--- config.mk ---
export PLATFORM = sky130hd
export DESIGN_NAME = alu_seq_flat
export DESIGN_NICKNAME = d
export VERILOG_FILES = /design/src/rtl/alu_seq_if.sv /design/src/rtl/alu_seq.sv /design/src/flat_wrapper.sv
export SDC_FILE = /design/constraint.sdc
export NUM_CORES = 1
export LEC_CHECK = 0
export BUFFER_PORTS_ARGS = -buffer_cell sky130_fd_sc_hd__buf_4
export CAP_MARGIN = 15
export CORE_MARGIN = 10
export CORE_UTILIZATION = 61
export DETAILED_ROUTE_END_ITERATION = 10
export GPL_TIMING_DRIVEN = 0
export HOLD_SLACK_MARGIN = 0.1
export PLACE_DENSITY = 0.91
export SYNTH_ARGS = -nofsm -noshare
export SYNTH_HDL_FRONTEND = slang
export SYNTH_SLANG_ARGS = --single-unit
--- constraint.sdc ---
create_clock -name clk -period 11.8 [get_ports clk]
set_clock_uncertainty 0.05 [all_clocks]
set_input_delay 0.59 -clock clk [delete_from_list [all_inputs] [get_ports clk]]
set_output_delay 0.59 -clock clk [all_outputs]
set_load 0.01 [all_outputs]
--- src/rtl/alu_seq_if.sv ---
// Request/response bundle between the control logic and the wide ALU sequencer.
// The master issues requests and consumes responses; the slave is the sequencer.
interface alu_seq_if #(
    parameter int SLICES = 4
) ();
    localparam int W = 4 * SLICES;

    logic         req_valid;
    logic         req_ready;
    logic [2:0]   req_op;
    logic [W-1:0] req_a;
    logic [W-1:0] req_b;
    logic         rsp_valid;
    logic         rsp_ready;
    logic [W-1:0] rsp_f;
    logic         rsp_zero;
    logic         rsp_over;
    logic         rsp_cout;

    modport master (
        output req_valid, req_op, req_a, req_b, rsp_ready,
        input  req_ready, rsp_valid, rsp_f, rsp_zero, rsp_over, rsp_cout
    );

    modport slave (
        input  req_valid, req_op, req_a, req_b, rsp_ready,
        output req_ready, rsp_valid, rsp_f, rsp_zero, rsp_over, rsp_cout
    );
endinterface

--- src/rtl/alu_seq.sv ---
// Wide ALU sequencer: runs a 4-bit slice over SLICES nibbles, LSB first,
// carrying between slices and deriving wide zero/overflow/carry flags.
module alu_seq #(
    parameter int SLICES = 4
) (
    input  logic     clk,
    input  logic     rst_n,
    alu_seq_if.slave bus,
    output logic     busy
);
    localparam int W    = 4 * SLICES;
    localparam int IDXW = (SLICES > 1) ? $clog2(SLICES) : 1;
    localparam logic [IDXW-1:0] LAST_IDX = IDXW'(SLICES - 1);

    localparam logic [2:0] OP_ADD = 3'b000;
    localparam logic [2:0] OP_SUB = 3'b001;
    localparam logic [2:0] OP_NOT = 3'b010;
    localparam logic [2:0] OP_AND = 3'b011;
    localparam logic [2:0] OP_OR  = 3'b100;
    localparam logic [2:0] OP_XOR = 3'b101;
    localparam logic [2:0] OP_LT  = 3'b110;
    localparam logic [2:0] OP_EQ  = 3'b111;

    localparam logic [1:0] ST_IDLE = 2'd0;
    localparam logic [1:0] ST_RUN  = 2'd1;
    localparam logic [1:0] ST_DONE = 2'd2;

    // Sub, less-than and equal all work on a - b, i.e. a + ~b + 1.
    function automatic logic is_sub_mode(input logic [2:0] op);
        return (op == OP_SUB) || (op == OP_LT) || (op == OP_EQ);
    endfunction

    logic [1:0]      state_reg;
    logic [2:0]      op_reg;
    logic [W-1:0]    a_reg;
    logic [W-1:0]    b_reg;
    logic [IDXW-1:0] idx_reg;
    logic            carry_reg;
    logic [W-1:0]    acc_reg;
    logic [W-1:0]    rsp_f_reg;
    logic            rsp_zero_reg;
    logic            rsp_over_reg;
    logic            rsp_cout_reg;

    logic [3:0]   a_nib;
    logic [3:0]   b_nib;
    logic [3:0]   xb_nib;
    logic [4:0]   sum5;
    logic [3:0]   res_nib;
    logic         sub_mode;
    logic [W-1:0] acc_next;
    logic         over_w;
    logic         less_w;
    logic [W-1:0] fin_f;
    logic         fin_over;
    logic         fin_cout;

    // Select the operand nibbles addressed by the current slice index.
    always_comb begin
        a_nib = 4'h0;
        b_nib = 4'h0;
        for (int i = 0; i < SLICES; i++) begin
            if (idx_reg == IDXW'(i)) begin
                a_nib = a_reg[i*4 +: 4];
                b_nib = b_reg[i*4 +: 4];
            end
        end
    end

    // One 4-bit ALU slice: adder with conditional b inversion plus logic ops.
    always_comb begin
        sub_mode = is_sub_mode(op_reg);
        xb_nib   = b_nib ^ {4{sub_mode}};
        sum5     = {1'b0, a_nib} + {1'b0, xb_nib} + {4'b0000, carry_reg};
        case (op_reg)
            OP_NOT:  res_nib = ~a_nib;
            OP_AND:  res_nib = a_nib & b_nib;
            OP_OR:   res_nib = a_nib | b_nib;
            OP_XOR:  res_nib = a_nib ^ b_nib;
            default: res_nib = sum5[3:0];
        endcase
    end

    // Accumulator with the current slice's nibble merged in; on the last
    // slice this is the complete wide result (or the difference for lt/eq).
    generate
        for (genvar gi = 0; gi < SLICES; gi++) begin : g_acc
            assign acc_next[gi*4 +: 4] = (idx_reg == IDXW'(gi)) ? res_nib
                                                                : acc_reg[gi*4 +: 4];
        end
    endgenerate

    // Wide flags from the MSB slice and the op-dependent final result.
    always_comb begin
        over_w   = (a_nib[3] == xb_nib[3]) && (sum5[3] != a_nib[3]);
        less_w   = sum5[3] ^ over_w;
        fin_f    = acc_next;
        fin_over = 1'b0;
        fin_cout = 1'b0;
        case (op_reg)
            OP_ADD, OP_SUB: begin
                fin_over = over_w;
                fin_cout = sum5[4];
            end
            OP_LT:   fin_f = W'(less_w);
            OP_EQ:   fin_f = W'(acc_next == '0);
            default: fin_f = acc_next;
        endcase
    end

    // Sequencer state: accept, run one slice per clock, then hold the response.
    always_ff @(posedge clk or negedge rst_n) begin
        if (!rst_n) begin
            state_reg    <= ST_IDLE;
            op_reg       <= 3'b000;
            a_reg        <= '0;
            b_reg        <= '0;
            idx_reg      <= '0;
            carry_reg    <= 1'b0;
            acc_reg      <= '0;
            rsp_f_reg    <= '0;
            rsp_zero_reg <= 1'b0;
            rsp_over_reg <= 1'b0;
            rsp_cout_reg <= 1'b0;
        end else begin
            case (state_reg)
                ST_IDLE: begin
                    if (bus.req_valid) begin
                        op_reg    <= bus.req_op;
                        a_reg     <= bus.req_a;
                        b_reg     <= bus.req_b;
                        idx_reg   <= '0;
                        carry_reg <= is_sub_mode(bus.req_op);
                        acc_reg   <= '0;
                        state_reg <= ST_RUN;
                    end
                end
                ST_RUN: begin
                    carry_reg <= sum5[4];
                    acc_reg   <= acc_next;
                    if (idx_reg == LAST_IDX) begin
                        rsp_f_reg    <= fin_f;
                        rsp_zero_reg <= (fin_f == '0);
                        rsp_over_reg <= fin_over;
                        rsp_cout_reg <= fin_cout;
                        state_reg    <= ST_DONE;
                    end else begin
                        idx_reg <= idx_reg + IDXW'(1);
                    end
                end
                ST_DONE: begin
                    if (bus.rsp_ready) begin
                        state_reg <= ST_IDLE;
                    end
                end
                default: state_reg <= ST_IDLE;
            endcase
        end
    end

    assign bus.req_ready = (state_reg == ST_IDLE);
    assign bus.rsp_valid = (state_reg == ST_DONE);
    assign bus.rsp_f     = rsp_f_reg;
    assign bus.rsp_zero  = rsp_zero_reg;
    assign bus.rsp_over  = rsp_over_reg;
    assign bus.rsp_cout  = rsp_cout_reg;
    assign busy          = (state_reg != ST_IDLE);

endmodule

--- src/flat_wrapper.sv ---
// flat-port wrapper written by rule: the top's interface ports become plain ports
module alu_seq_flat 
#(
    parameter int SLICES = 4
)
  (clk, rst_n, busy, bus_req_valid, bus_req_op, bus_req_a, bus_req_b, bus_rsp_ready, bus_req_ready, bus_rsp_valid, bus_rsp_f, bus_rsp_zero, bus_rsp_over, bus_rsp_cout);
  alu_seq_if #(.SLICES(SLICES)) bus_i ();
  input  logic clk;
  input  logic rst_n;
  output logic busy;
  input wire logic [$bits(bus_i.req_valid)-1:0] bus_req_valid;
  input wire logic [$bits(bus_i.req_op)-1:0] bus_req_op;
  input wire logic [$bits(bus_i.req_a)-1:0] bus_req_a;
  input wire logic [$bits(bus_i.req_b)-1:0] bus_req_b;
  input wire logic [$bits(bus_i.rsp_ready)-1:0] bus_rsp_ready;
  output wire logic [$bits(bus_i.req_ready)-1:0] bus_req_ready;
  output wire logic [$bits(bus_i.rsp_valid)-1:0] bus_rsp_valid;
  output wire logic [$bits(bus_i.rsp_f)-1:0] bus_rsp_f;
  output wire logic [$bits(bus_i.rsp_zero)-1:0] bus_rsp_zero;
  output wire logic [$bits(bus_i.rsp_over)-1:0] bus_rsp_over;
  output wire logic [$bits(bus_i.rsp_cout)-1:0] bus_rsp_cout;
  assign bus_i.req_valid = bus_req_valid;
  assign bus_i.req_op = bus_req_op;
  assign bus_i.req_a = bus_req_a;
  assign bus_i.req_b = bus_req_b;
  assign bus_i.rsp_ready = bus_rsp_ready;
  assign bus_req_ready = bus_i.req_ready;
  assign bus_rsp_valid = bus_i.rsp_valid;
  assign bus_rsp_f = bus_i.rsp_f;
  assign bus_rsp_zero = bus_i.rsp_zero;
  assign bus_rsp_over = bus_i.rsp_over;
  assign bus_rsp_cout = bus_i.rsp_cout;
  alu_seq #(.SLICES(SLICES)) u_core (.clk(clk), .rst_n(rst_n), .bus(bus_i), .busy(busy));
endmodule
### After elaboration in Yosys (flattened, before gate mapping)

Index checks and enable logic that the tools add are counted.

* bits in registers: 75
* input port bits: 39
* output and inout port bits: 22

* add/subtract/negate cells: 3
* equality and inequality tests: 21
* multiplexer cells: 27
* bitwise gates (word level): 6
* reductions and logical operators: 18

Operator list (count)
* $pmux W16 S2: 2
* $mux W4: 12
* $logic_not A16 Y1: 2
* $eq A3 B3 Y1 const B: 6
* $mux W16: 1
* $pmux W4 S4: 1
* $mux W2: 5
* $xor A4 B4 Y4: 2
* $eq A2 B2 Y1 const B: 3
* $eq A3 B1 Y1 const B: 2
* $eq A3 B2 Y1 const B: 2
* $ne A2 B2 Y1 const B: 3
* $pmux W2 S3: 1
* $reduce_and A2 Y1: 3
* $reduce_and A3 Y1: 2
* $add A4 B4 Y5: 1
* $add A5 B1 Y5: 1
* $and A4 B4 Y4: 1
* $eq A2 B1 Y1 const B: 2
* $logic_not A2 Y1: 2
* $logic_or A1 B1 Y1: 4
* $not A4 Y4: 1
* $or A4 B4 Y4: 1
* $pmux W2 S2: 1
* other kinds (11): 14

### Longest topological paths before layout

* depth after elaboration: 13
* gate-level depth with buffers: 18

### Worst setup path after synthesis

No wires, ideal clock.

* path type: register to register
* start: register u_core.idx_reg[0]
* end: register u_core.rsp_zero_reg, in the netlist u_core.bus.rsp_zero
* library setup time: 129 ps
* arrival time: 3662 ps
* path slack: 7959 ps
* cell stages (with the launch flop): 19
* path buffers: 1
* clock period less this slack: 3841 ps
* path through: dfrtp_1 inv_1 ha_1 nor2b_2 buf_6 a22oi_1 nor2_1 a21oi_1 nor2_1 a21oi_1 xnor2_1 fa_1 fa_1 xnor2_1 nor3_1 a21oi_1 a221oi_2 a311oi_1 a2111o_1

* longest elaborated chain between the ends: 13

Ends and longest elaborated chain
* start, declared: line alu_seq.sv:37 `logic [IDXW-1:0] idx_reg;`
* start signal, assigned: line alu_seq.sv:148 `idx_reg <= idx_reg + IDXW'(1);`
* $logic_not A2 Y1: line alu_seq.sv:63, alu_seq.sv:88
* $mux W4 (4 in series): line alu_seq.sv:63 `if (idx_reg == IDXW'(i)) begin`
* $xor A4 B4 Y4: line alu_seq.sv:73 `xb_nib = b_nib ^ {4{sub_mode}};`
* $add A4 B4 Y5: line alu_seq.sv:74 `sum5 = {1'b0, a_nib} + {1'b0, xb_nib} + {4'b0000, carry_reg};`
* $add A5 B1 Y5: line alu_seq.sv:74
* $pmux W4 S4 or $ne A1 B1 Y1 (tied branches): line alu_seq.sv:75, alu_seq.sv:95
* $mux W4 or $logic_and A1 B1 Y1 (tied branches): line alu_seq.sv:88, alu_seq.sv:95
* $logic_not A16 Y1 or $xor A1 B1 Y1 (tied branches): line alu_seq.sv:106, alu_seq.sv:96
* $pmux W16 S2: line alu_seq.sv:100 `case (op_reg)`
* $logic_not A16 Y1: line alu_seq.sv:143 `rsp_zero_reg <= (fin_f == '0);`
* end signal, assigned: line alu_seq.sv:143
* end, declared: line alu_seq.sv:41 `logic rsp_zero_reg;`

Several ways; a longest one is shown, not always the timed one.
A chain may end at the register's enable or synchronous reset.

### Worst setup path in the final report

Ends and elaborated chain as after synthesis.

==> metrics.md <==
| Metric | Value |
|---|---|
| Via density | `about 5.7` |
| Vias in the first global route | `~3500` |
| # diodes | `0` |
| Syn Inst Count | `about 450` |
| Minimum clock period | `roughly 4.6 ns` |
| Global route total overflow | `0` |
| Fmax | `between 200 and 250 MHz` |
| Reg clk slew, reported paths | `about 0.080 ns` |
| Placed Instances | `~600` |
| DRT iter0 DRCs | `240` |
| Tcrit/Tclk final | `~39%` |
| Hold WC Path Type | `in -> async` |
| Post-synth ARST share | `between 90% and 100%` |
| Internal power | `about 900 uW` |
| Synth top area cells | `dfrtp_1 47%, nand2_1 13%, ha_1 4.7%` |
| Largest net degree at the start of global routing | `76` |
| Final Hold Fails | `0` |
| Final cell count without fillers | `600` |
| IO Pins | `between 60 and 70` |
| Post-DP HPWL | `between 7000 and 8000 um` |
| Most used flip-flop cell after synthesis | `dfrtp_1` |
| Most common cell in the netlist | `nand2_1` |
| GP Congestion | `0.891` |
| Antenna violations before repair | `0` |
| Clock power share | `14.5%` |
| Max FO, Critical Path | `10` |
| Die Ht | `between 100 and 150 um` |
| DR vias | `approximately 3400` |
| Mapped cell area | `roughly 0.0040 mm2` |
| P per Cell Area | `364 mW/mm2` |
| CTS tree | `built` |
| CP Capture Type | `flip-flop` |
| Setup Fix Bufs, Post-CTS | `0` |
| First-pass GRT wire length | `16900 um` |
| Sw Ratio | `46.9%` |
| Tot GR Track Use | `~20%` |
| VDD IR-drop max | `around 0.25 mV` |
| Syn nets | `a little over 500` |
| Net load switching power | `814 uW` |
| Initial core utilization | `between 60% and 70%` |
| Worst Setup Path Type | `reg -> reg` |
| Fillers | `446` |
| Share of layout cells above drive strength 1 | `between 10% and 20%` |
| Unique masters post-synth | `50` |
| CP max stage cell | `buf_1` |
| Final wirelength | `a little over 10000 um` |
| Hold_buf cts | `0` |
| Clk Latency, worst-skew pair | `roughly 0.36 ns` |
| Setup tns final | `0 ns` |
| Core Rows | `29` |
| Core area | `~0.0063 mm2` |
| Post-synthesis register bit count | `75` |
| Data arrival, critical path | `a little under 5 ns` |
| Commonest cells post-synth | `134 x nand2_1, 75 x dfrtp_1, 28 x o21ai_0, 25 x nor2_1, 22 x a21oi_1` |
| Comb power frac | `roughly three fifths` |
| Startpoint types | `flip-flop` |
| Number of nets in the layout | `~570` |
| Seq/Total Area, Yosys | `around 47%` |
| Crit path required time | `11.99 ns` |
| Pleak | `about 2.4 nW` |
| Finish-stage setup viols | `0` |
| DR DRC count | `0` |
| Max Cap Violations | `0` |
| Area leader, netlist | `dfrtp_1` |
| Clk buf depth | `2` |
| Slew Limit Headroom | `around two fifths` |
| Post_cts resized | `0` |
| Worst-path cell chain | `inv_1 > ha_1 > buf_2 > buf_1 > a21oi_1 > nor2_1 > a21oi_1 > xnor2_1 > fa_1 > fa_1 > xnor2_1 > nor3_1 > a21oi_1 > a221oi_2 > a311oi_1 > a2111o_1` |
| Die area | `a little over 0.01 mm2` |
| Slew Limit Fails | `0` |
| IO Port Bufs | `60` |
| CTS Buf Count | `9` |
| RSZ-0062 raised after global routing | `false` |
| Die W | `101 um` |
| Status | `complete, no violations` |
| Root buf cell | `clkbuf_8` |
| First-pass DRT Iterations | `4` |
| Flop pwr share | `25.4%` |
| # H-tree levels | `3` |
| Average wire per standard cell | `between 15 and 20 um` |
| Tightest Pin Transition | `0.919 ns` |
| Clock sink count | `75` |
| EDFF count, synth | `0` |
| Syn Area/Cell | `8.88 um2` |
| Post-DRT Antenna Nets | `0` |
| Synth Warn # | `0` |
| Slowest cell delay on critical path | `approximately 0.49 ns` |
| Tot Pwr | `between 1.5 and 2 mW` |
| Synth top area share | `a little under half` |
| CP most frequent cell | `a21oi_1` |
| Area Overhead vs Synth | `20.3%` |
per-stage QoR:
step | util, % | instance area, um2 | setup WS (ns) | hold slack, ns
2_1_floorplan | - | 3970 | 7.96 | 0.244
3_3_place_gp | 71.1 | 4520 | 7.31 | 0.410
3_5_place_dp | 71.1 | 4520 | 7.29 | 0.413
4_1_cts | 75.2 | 4770 | 7.22 | 0.348
5_1_grt | 75.2 | 4770 | 6.93 | 0.369
6_report | 75.2 | 4770 | 7.17 | 0.312
power groups by stage:
stage	Combinational, mW	Sequential [mW]	Clock (mW)
6_report	1.04	0.442	0.252
5_1_grt	1.16	0.454	0.262
4_1_cts	1.03	0.440	0.253
3_5_place_dp	1.02	0.444	0
3_3_place_gp	0.996	0.438	0
2_1_floorplan	0.733	0.438	0
critical path: cells and delay by family (launching register included):
family,cells,cell delay [ns]
AOI/OAI and AO/OA,6,1.30
xor gates and xnor gates,2,0.36
adders and majority gates,3,1.12
and+or+nand+nor,2,0.41
buffers and inverters,3,0.86
DFF,1,0.41
final cells by class:
cell class | count | area (um2) | area share [%]
Tap cell | 77 | 96.3 | 2.02
Timing Repair Buffer | 60 | 450 | 9.43
Inverter | 16 | 60.1 | 1.26
Clock buffer | 11 | 151 | 3.17
Buffer | 23 | 111 | 2.33
Multi-Input combinational cell | 333 | 1920 | 40.2
Clock inverter | 5 | 108 | 2.25
Sequential cell | 75 | 1880 | 39.3
worst paths after layout:
path,endpoint,slack (ns),from,cells after the start
hold / removal,u_core.bus.rsp_f[9],0.31,rst_n,1
setup reg to reg,u_core.bus.rsp_zero,7.17,u_core.idx_reg[0],16
setup / recovery,u_core.bus.rsp_zero,7.17,u_core.idx_reg[0],16
min in group clk,u_core.b_reg[9],0.37,bus_req_b[9],3
max in group asynchronous,u_core.a_reg[1],10.78,rst_n,1
hold reg to reg,u_core.b_reg[1],0.43,u_core.b_reg[1],2
cells by family (layout without fill, tap and decap cells):
group / after synthesis / in the layout / share of synthesized area, %
flip-flops: 75 / 75 / 47.3
AND/OR/NAND/NOR: 198 / 198 / 21.2
multiplexers: 7 / 7 / 1.77
AO/OA/AOI/OAI: 103 / 103 / 17.9
adder cells (fa/ha/maj): 17 / 17 / 5.74
buffers and inverters: 39 / 115 / 4.32
XOR/XNOR: 8 / 8 / 1.77
metal layers:
layer | vias to the layer above | GRT usage, % | part of all wire [%] | wire, um
met5 | - | 0 | 0 | 0
met4 | 0 | 8.91 | 2.2 | 224
met3 | 20 | 4.66 | 7.2 | 728
met2 | 127 | 33.2 | 47 | 4800
met1 | 1616 | 25.5 | 43 | 4380
li1 | 1657 | - | - | -
cell usage in the layout, fill, tap and decap left out, types with 11 or more instances in the layout:
| master | n |
|---|---|
| a22o_1 | 17 |
| clkbuf_1 | 14 |
| buf_4 | 62 |
| dfrtp_1 | 75 |
| nand2_1 | 134 |
| clkbuf_8 | 11 |
| ha_1 | 15 |
| inv_1 | 16 |
| o21ai_0 | 28 |
| a21oi_1 | 22 |
| nor2_1 | 25 |
Note: power is estimated with default switching activity, not from simulation.
